## src/rtl/slow_clk_mon_pkg.sv

```systemverilog
// slow_clk_mon_pkg
// Shared definitions for the slow clock monitor:
//   - slow_clk_state_e : FSM state encoding (ACQUIRE, RUN, LOST)
//   - DEF_*            : default values for the monitor parameters
package slow_clk_mon_pkg;

    typedef enum logic [1:0] {
        ACQUIRE = 2'd0,
        RUN     = 2'd1,
        LOST    = 2'd2
    } slow_clk_state_e;

    localparam int DEF_SYNC_STAGES = 2;
    localparam int DEF_TIMEOUT_CYC = 250000000;
    localparam int DEF_CNT_W       = 32;

endpackage

```

## src/rtl/sync_ff.sv

```systemverilog
// sync_ff
// Multi-flop synchronizer bringing an asynchronous level into the clk domain.
// Ports:
//   clk   - system clock (rising edge)
//   rst_n - asynchronous active-low reset, clears every stage
//   d     - asynchronous input level
//   q     - synchronized level, STAGES cycles behind d
module sync_ff #(
    parameter int STAGES = 2
) (
    input  logic clk,
    input  logic rst_n,
    input  logic d,
    output logic q
);

    logic [STAGES-1:0] stages;

    // Plain shift chain; only stage 0 may go metastable, later stages give it time to settle.
    always_ff @(posedge clk or negedge rst_n) begin
        if (!rst_n) begin
            stages <= '0;
        end else begin
            stages <= {stages[STAGES-2:0], d};
        end
    end

    assign q = stages[STAGES-1];

endmodule

```

## src/rtl/slow_clk_monitor.sv

```systemverilog
// slow_clk_monitor
// Watches an asynchronous slow square wave, strobes each accepted edge,
// measures the clk-cycle distance between consecutive edges and flags
// the input as lost when no edge arrives within TIMEOUT_CYC cycles.
// Ports:
//   clk          - system clock (rising edge)
//   rst_n        - asynchronous active-low reset (release must be synchronous to clk)
//   slow_in      - asynchronous slow input
//   rise_pulse   - one-cycle strobe per accepted rising edge
//   fall_pulse   - one-cycle strobe per accepted falling edge
//   half_period  - clk cycles between the last two accepted edges
//   period_valid - one-cycle strobe when half_period updates
//   lost         - high while the input is considered stopped
// Build option: SLOW_CLK_MON_GLITCH_FILTER_EN adds a 2-cycle stability
// filter after the synchronizer (pulse latency SYNC_STAGES+3 instead of +1).
module slow_clk_monitor
    import slow_clk_mon_pkg::*;
#(
    parameter int SYNC_STAGES = DEF_SYNC_STAGES,
    parameter int TIMEOUT_CYC = DEF_TIMEOUT_CYC,
    parameter int CNT_W       = DEF_CNT_W
) (
    input  logic             clk,
    input  logic             rst_n,
    input  logic             slow_in,
    output logic             rise_pulse,
    output logic             fall_pulse,
    output logic [CNT_W-1:0] half_period,
    output logic             period_valid,
    output logic             lost
);

    localparam logic [CNT_W-1:0] TIMEOUT_LAST = CNT_W'(TIMEOUT_CYC - 1);
    localparam logic [CNT_W-1:0] CNT_MAX      = '1;

    logic            sync_q;
    logic            hist;
    logic            edge_det;
    logic            new_level;
    slow_clk_state_e state_q, state_d;
    logic [CNT_W-1:0] cnt, cnt_d, cnt_inc, half_d;
    logic            pv_d, lost_d;

    sync_ff #(
        .STAGES(SYNC_STAGES)
    ) u_sync (
        .clk  (clk),
        .rst_n(rst_n),
        .d    (slow_in),
        .q    (sync_q)
    );

`ifdef SLOW_CLK_MON_GLITCH_FILTER_EN
    logic stab1, stab2;
    logic stable;

    // The level is only trusted once sync_q and the two delayed copies agree,
    // so anything shorter than three matching samples never reaches hist.
    always_ff @(posedge clk or negedge rst_n) begin
        if (!rst_n) begin
            stab1 <= 1'b0;
            stab2 <= 1'b0;
            hist  <= 1'b0;
        end else begin
            stab1 <= sync_q;
            stab2 <= stab1;
            if (stable) begin
                hist <= stab2;
            end
        end
    end

    assign stable    = (sync_q == stab1) && (stab1 == stab2);
    assign edge_det  = stable && (stab2 != hist);
    assign new_level = stab2;
`else
    // History flop: an edge is simply the synchronized level changing.
    always_ff @(posedge clk or negedge rst_n) begin
        if (!rst_n) begin
            hist <= 1'b0;
        end else begin
            hist <= sync_q;
        end
    end

    assign edge_det  = (sync_q != hist);
    assign new_level = sync_q;
`endif

    // Saturating increment so a stalled count never wraps back to a small value.
    assign cnt_inc = (cnt == CNT_MAX) ? cnt : cnt + CNT_W'(1);

    // Next-state and datapath decisions; an edge always takes priority over the timeout.
    always_comb begin
        state_d = state_q;
        cnt_d   = cnt;
        half_d  = half_period;
        pv_d    = 1'b0;
        lost_d  = lost;
        case (state_q)
            ACQUIRE: begin
                if (edge_det) begin
                    cnt_d   = '0;
                    state_d = RUN;
                end else if (cnt == TIMEOUT_LAST) begin
                    lost_d  = 1'b1;
                    state_d = LOST;
                end else begin
                    cnt_d = cnt_inc;
                end
            end
            RUN: begin
                if (edge_det) begin
                    half_d = cnt_inc;
                    pv_d   = 1'b1;
                    cnt_d  = '0;
                end else if (cnt == TIMEOUT_LAST) begin
                    lost_d  = 1'b1;
                    state_d = LOST;
                end else begin
                    cnt_d = cnt_inc;
                end
            end
            LOST: begin
                if (edge_det) begin
                    lost_d  = 1'b0;
                    cnt_d   = '0;
                    state_d = RUN;
                end
            end
            default: begin
                state_d = ACQUIRE;
            end
        endcase
    end

    // State register plus registered outputs, all cleared asynchronously by reset.
    always_ff @(posedge clk or negedge rst_n) begin
        if (!rst_n) begin
            state_q      <= ACQUIRE;
            cnt          <= '0;
            half_period  <= '0;
            period_valid <= 1'b0;
            lost         <= 1'b0;
            rise_pulse   <= 1'b0;
            fall_pulse   <= 1'b0;
        end else begin
            state_q      <= state_d;
            cnt          <= cnt_d;
            half_period  <= half_d;
            period_valid <= pv_d;
            lost         <= lost_d;
            rise_pulse   <= edge_det & new_level;
            fall_pulse   <= edge_det & ~new_level;
        end
    end

endmodule

```

## config.mk

```make
export PLATFORM = sky130hd
export DESIGN_NAME = slow_clk_monitor
export DESIGN_NICKNAME = d
export VERILOG_FILES = /design/src/rtl/slow_clk_mon_pkg.sv /design/src/rtl/sync_ff.sv /design/src/rtl/slow_clk_monitor.sv
export SDC_FILE = /design/constraint.sdc
export NUM_CORES = 1
export LEC_CHECK = 0
export CAP_MARGIN = 20
export CORE_UTILIZATION = 55
export CTS_CLUSTER_DIAMETER = 80
export DETAILED_ROUTE_END_ITERATION = 7
export GPL_ROUTABILITY_DRIVEN = 0
export PLACE_DENSITY = 0.78
export REMOVE_ABC_BUFFERS = 1
export SLEW_MARGIN = 15
export SYNTH_ARGS = -nofsm -noshare
export SYNTH_HDL_FRONTEND = slang
export SYNTH_SLANG_ARGS = --single-unit
```

## constraint.sdc

```tcl
create_clock -name clk -period 4.7 [get_ports clk]
set_input_delay 0.47 -clock clk [delete_from_list [all_inputs] [get_ports clk]]
set_output_delay 0.47 -clock clk [all_outputs]
set_load 0.01 [all_outputs]
```

==> run metrics <==
Tot GR Track Use=23.9%; number of I/O pins=39; CTS Root Cell=sky130_fd_sc_hd__clkbuf_8; design area=0.00440 sq mm; standby leakage power=1.82 nW; cell types occupying the most area after synthesis=sky130_fd_sc_hd__dfrtp_1 (48%), sky130_fd_sc_hd__a21oi_1 (6.4%), sky130_fd_sc_hd__nor2_1 (5.6%); die area=0.00719 sq mm; Final ANT Viol Nets=0; number of pins with negative max-slew slack in the final report=0; Detailed Route WL=7980 um; deepest clock path buffer count=2; vias in the first global route=2,873; total number of vias=3,157; wire length per cell after detailed routing=15.4 um; wire length of the first global-routing pass=13,600 um; top_reg_cell synth=sky130_fd_sc_hd__dfrtp_1; H-tree level count=3; Netlist cell types=49; CP arrival=2.86 ns; met2 track utilization from global routing=36.6%; post-cts hold buffer count=0; die outline height=84.8 um; netlist area before placement=0.00377 sq mm; portion of synthesized cell area occupied by the leading cell type=48.4%; RSZ-0062 raised after global routing=no; Critical Path Max Stage Delay=0.59 ns; number of buffer cells added on primary ports=38; layer with the highest usage=met2; placed wire-length estimate after detailed placement=5340 um; cell class contributing the biggest share of worst-path delay=compound AO/OA/AOI/OAI gates; shortest period the worst path allows=2.62 ns; antenna violations before repair=0; number of sinks on the clock net=73; met1 track demand over resource in global routing=33.4%; number of synthesized register bits=73; slew margin rel.=33.8%; starting density of the core=58.1%; proportion of layout cells with a drive suffix above 1=8.86%; worst voltage drop across the vdd grid=214 uV; status=complete, but fails checks; number of violations reported at the end of detailed-routing iteration 0=230; Synth async-reset ratio=100%; width of the die=84.8 um; Core Box Area=0.00649 sq mm; # rows=29; critical-path cell with the highest stage delay=sky130_fd_sc_hd__o31ai_2; TritonCTS buffer count=9; CTS tree=built; data required time of the critical path=4.94 ns; number of endpoints with negative hold slack in the final report=0; endpoint type of the worst setup path=flop; number of warning messages in the yosys log=0; Detailed Routing Iterations Pass 1=8; path category of the worst min-delay check=in2async; top cell type by total area after synthesis=sky130_fd_sc_hd__dfrtp_1; via count normalized by instance count=6.11; post-synthesis sequential area ratio=48.4%; Fin Clk Skew=0.00887 ns; largest net degree at the start of global routing=42; final sum of negative setup slack=0 ns; Final nets=441; critical-path maximum fanout=14; area of placed instances=0.00418 sq mm; share of the cycle needed by the critical path after routing=55.8%; Clk Latency, worst-skew pair=0.35 ns; list of most frequent post-synthesis cells=sky130_fd_sc_hd__dfrtp_1 (73), sky130_fd_sc_hd__nor2_1 (56), sky130_fd_sc_hd__a21oi_1 (48), sky130_fd_sc_hd__nand2_1 (24), sky130_fd_sc_hd__a31oi_1 (20); number of instances in the synthesized netlist=406; failing checks=DRC; met3 capacity usage during global routing=5.74%; Maximum Capacitance Violations=0; number of synthesized flops with an enable pin=0; cell with the most instances after synthesis=sky130_fd_sc_hd__dfrtp_1; power per standard cell area=344 mW/mm^2; Critical Setup Path Class=reg2reg; worst-path cell chain=ha_1 -> nand3_1 -> or2_2 -> o31ai_2 -> buf_4 -> o21ai_0 -> a32o_1; maximum clock rate=381 MHz; number of resized instances in the post-cts repair step=0; number of buffers inserted by post-CTS setup repair=0; transition time at the pin with the least slew margin=0.967 ns; clock transition time at the flip-flop clock pins of the worst setup and hold paths=0.08 ns; post-synthesis area per instance=9.29 sq um; element type at the critical path start=flop; DRC Markers=6; n_diodes=0; critical path buffer and inverter count=1; endpoints failing setup=0; global route total overflow=0; Synth-to-Final Area Change=16.7%
[state kept, by name, indices dropped and copies added (netlist names)]
signal / count
cnt: 32
half_period: 32
state_q: 2
u_sync.stages: 2
fall_pulse: 1
hist: 1
lost: 1
period_valid: 1
rise_pulse: 1
[layout make-up]
cell class / instances / area, sq um
clock buffers: 9 / 124
repair buffers: 44 / 420
well taps: 77 / 96.3
multi-input cells: 298 / 1810
inverters: 9 / 33.8
fillers: 490 / 2090
flip-flops and latches: 73 / 1830
clock inverters: 7 / 95.1
[kinds of logic after synthesis]
kind of cell    count (synthesis)  share of synthesized area [%]
simple gates                  154                           21.7
compound gates                108                           17.1
flops                          73                           48.4
buf+inv                        35                           4.05
xor+xnor                       31                           7.20
fa+ha+maj                       3                          0.995
mux                             2                          0.597
[placed cells by master (no fill, tap or decap), drive strengths merged, types with 3 or more instances in the layout]
master / synthesis / routed
nand2b: 3 / 3
clkbuf: 11 / 9
nand3: 17 / 17
nor4: 4 / 4
a22o: 3 / 3
xnor2: 18 / 18
and3: 8 / 8
a31oi: 20 / 20
o21ai: 18 / 18
a21oi: 48 / 48
and4: 3 / 3
nand4: 13 / 13
clkdlybuf4s50: 0 / 37
nor3: 8 / 8
nor2: 56 / 56
ha: 3 / 3
nor2b: 4 / 4
or4: 3 / 3
xor2: 13 / 13
clkinv: 0 / 4
inv: 9 / 9
or3: 3 / 3
nand2: 24 / 24
buf: 15 / 7
dfrtp: 73 / 73
o31ai: 3 / 3
[path summary, 6_finish.rpt]
kind / cells past startpoint / start / endpoint / slack, ns
hold reg to reg: 0 / u_sync.stages[0]$_DFF_PN0_ / u_sync.stages[1]$_DFF_PN0_ / 0.36
min in group clk: 0 / u_sync.stages[0]$_DFF_PN0_ / u_sync.stages[1]$_DFF_PN0_ / 0.36
setup / recovery: 7 / cnt[0]$_DFFE_PN0P_ / cnt[1]$_DFFE_PN0P_ / 2.08
setup reg to reg: 7 / cnt[0]$_DFFE_PN0P_ / cnt[1]$_DFFE_PN0P_ / 2.08
hold / removal: 1 / rst_n / cnt[25]$_DFFE_PN0P_ / 0.19
max in group asynchronous: 2 / rst_n / cnt[22]$_DFFE_PN0P_ / 3.51
[layer usage]
metal  vias to the layer above  wire [um]
met5                         -          0
met4                         0        114
met3                        16        430
met2                       114       3720
met1                      1516       3710
li1                       1511          -
[metrics by stage]
step / hold WS (ns) / utilization (%) / setup WS [ns] / total power, mW / cells
CTS: 0.206 / 67.8 / 2.10 / 1.52 / 517
global route: 0.237 / 67.8 / 1.84 / 1.59 / 517
detailed placement: 0.340 / 64.4 / 2.13 / 0.984 / 501
finish: 0.185 / 67.8 / 2.08 / 1.51 / 517
floorplan: 0.174 / - / 0.151 / 0.855 / 380
global placement: 0.334 / 64.4 / 2.24 / 0.977 / 501
[power breakdown]
| part | switching (mW) | internal [mW] |
|---|---|---|
| Clock | 0.243 | 0.299 |
| Sequential | 0.0421 | 0.683 |
| Combinational | 0.122 | 0.125 |
| Total | 0.407 | 1.11 |
Power figures use the tool's default switching activity.
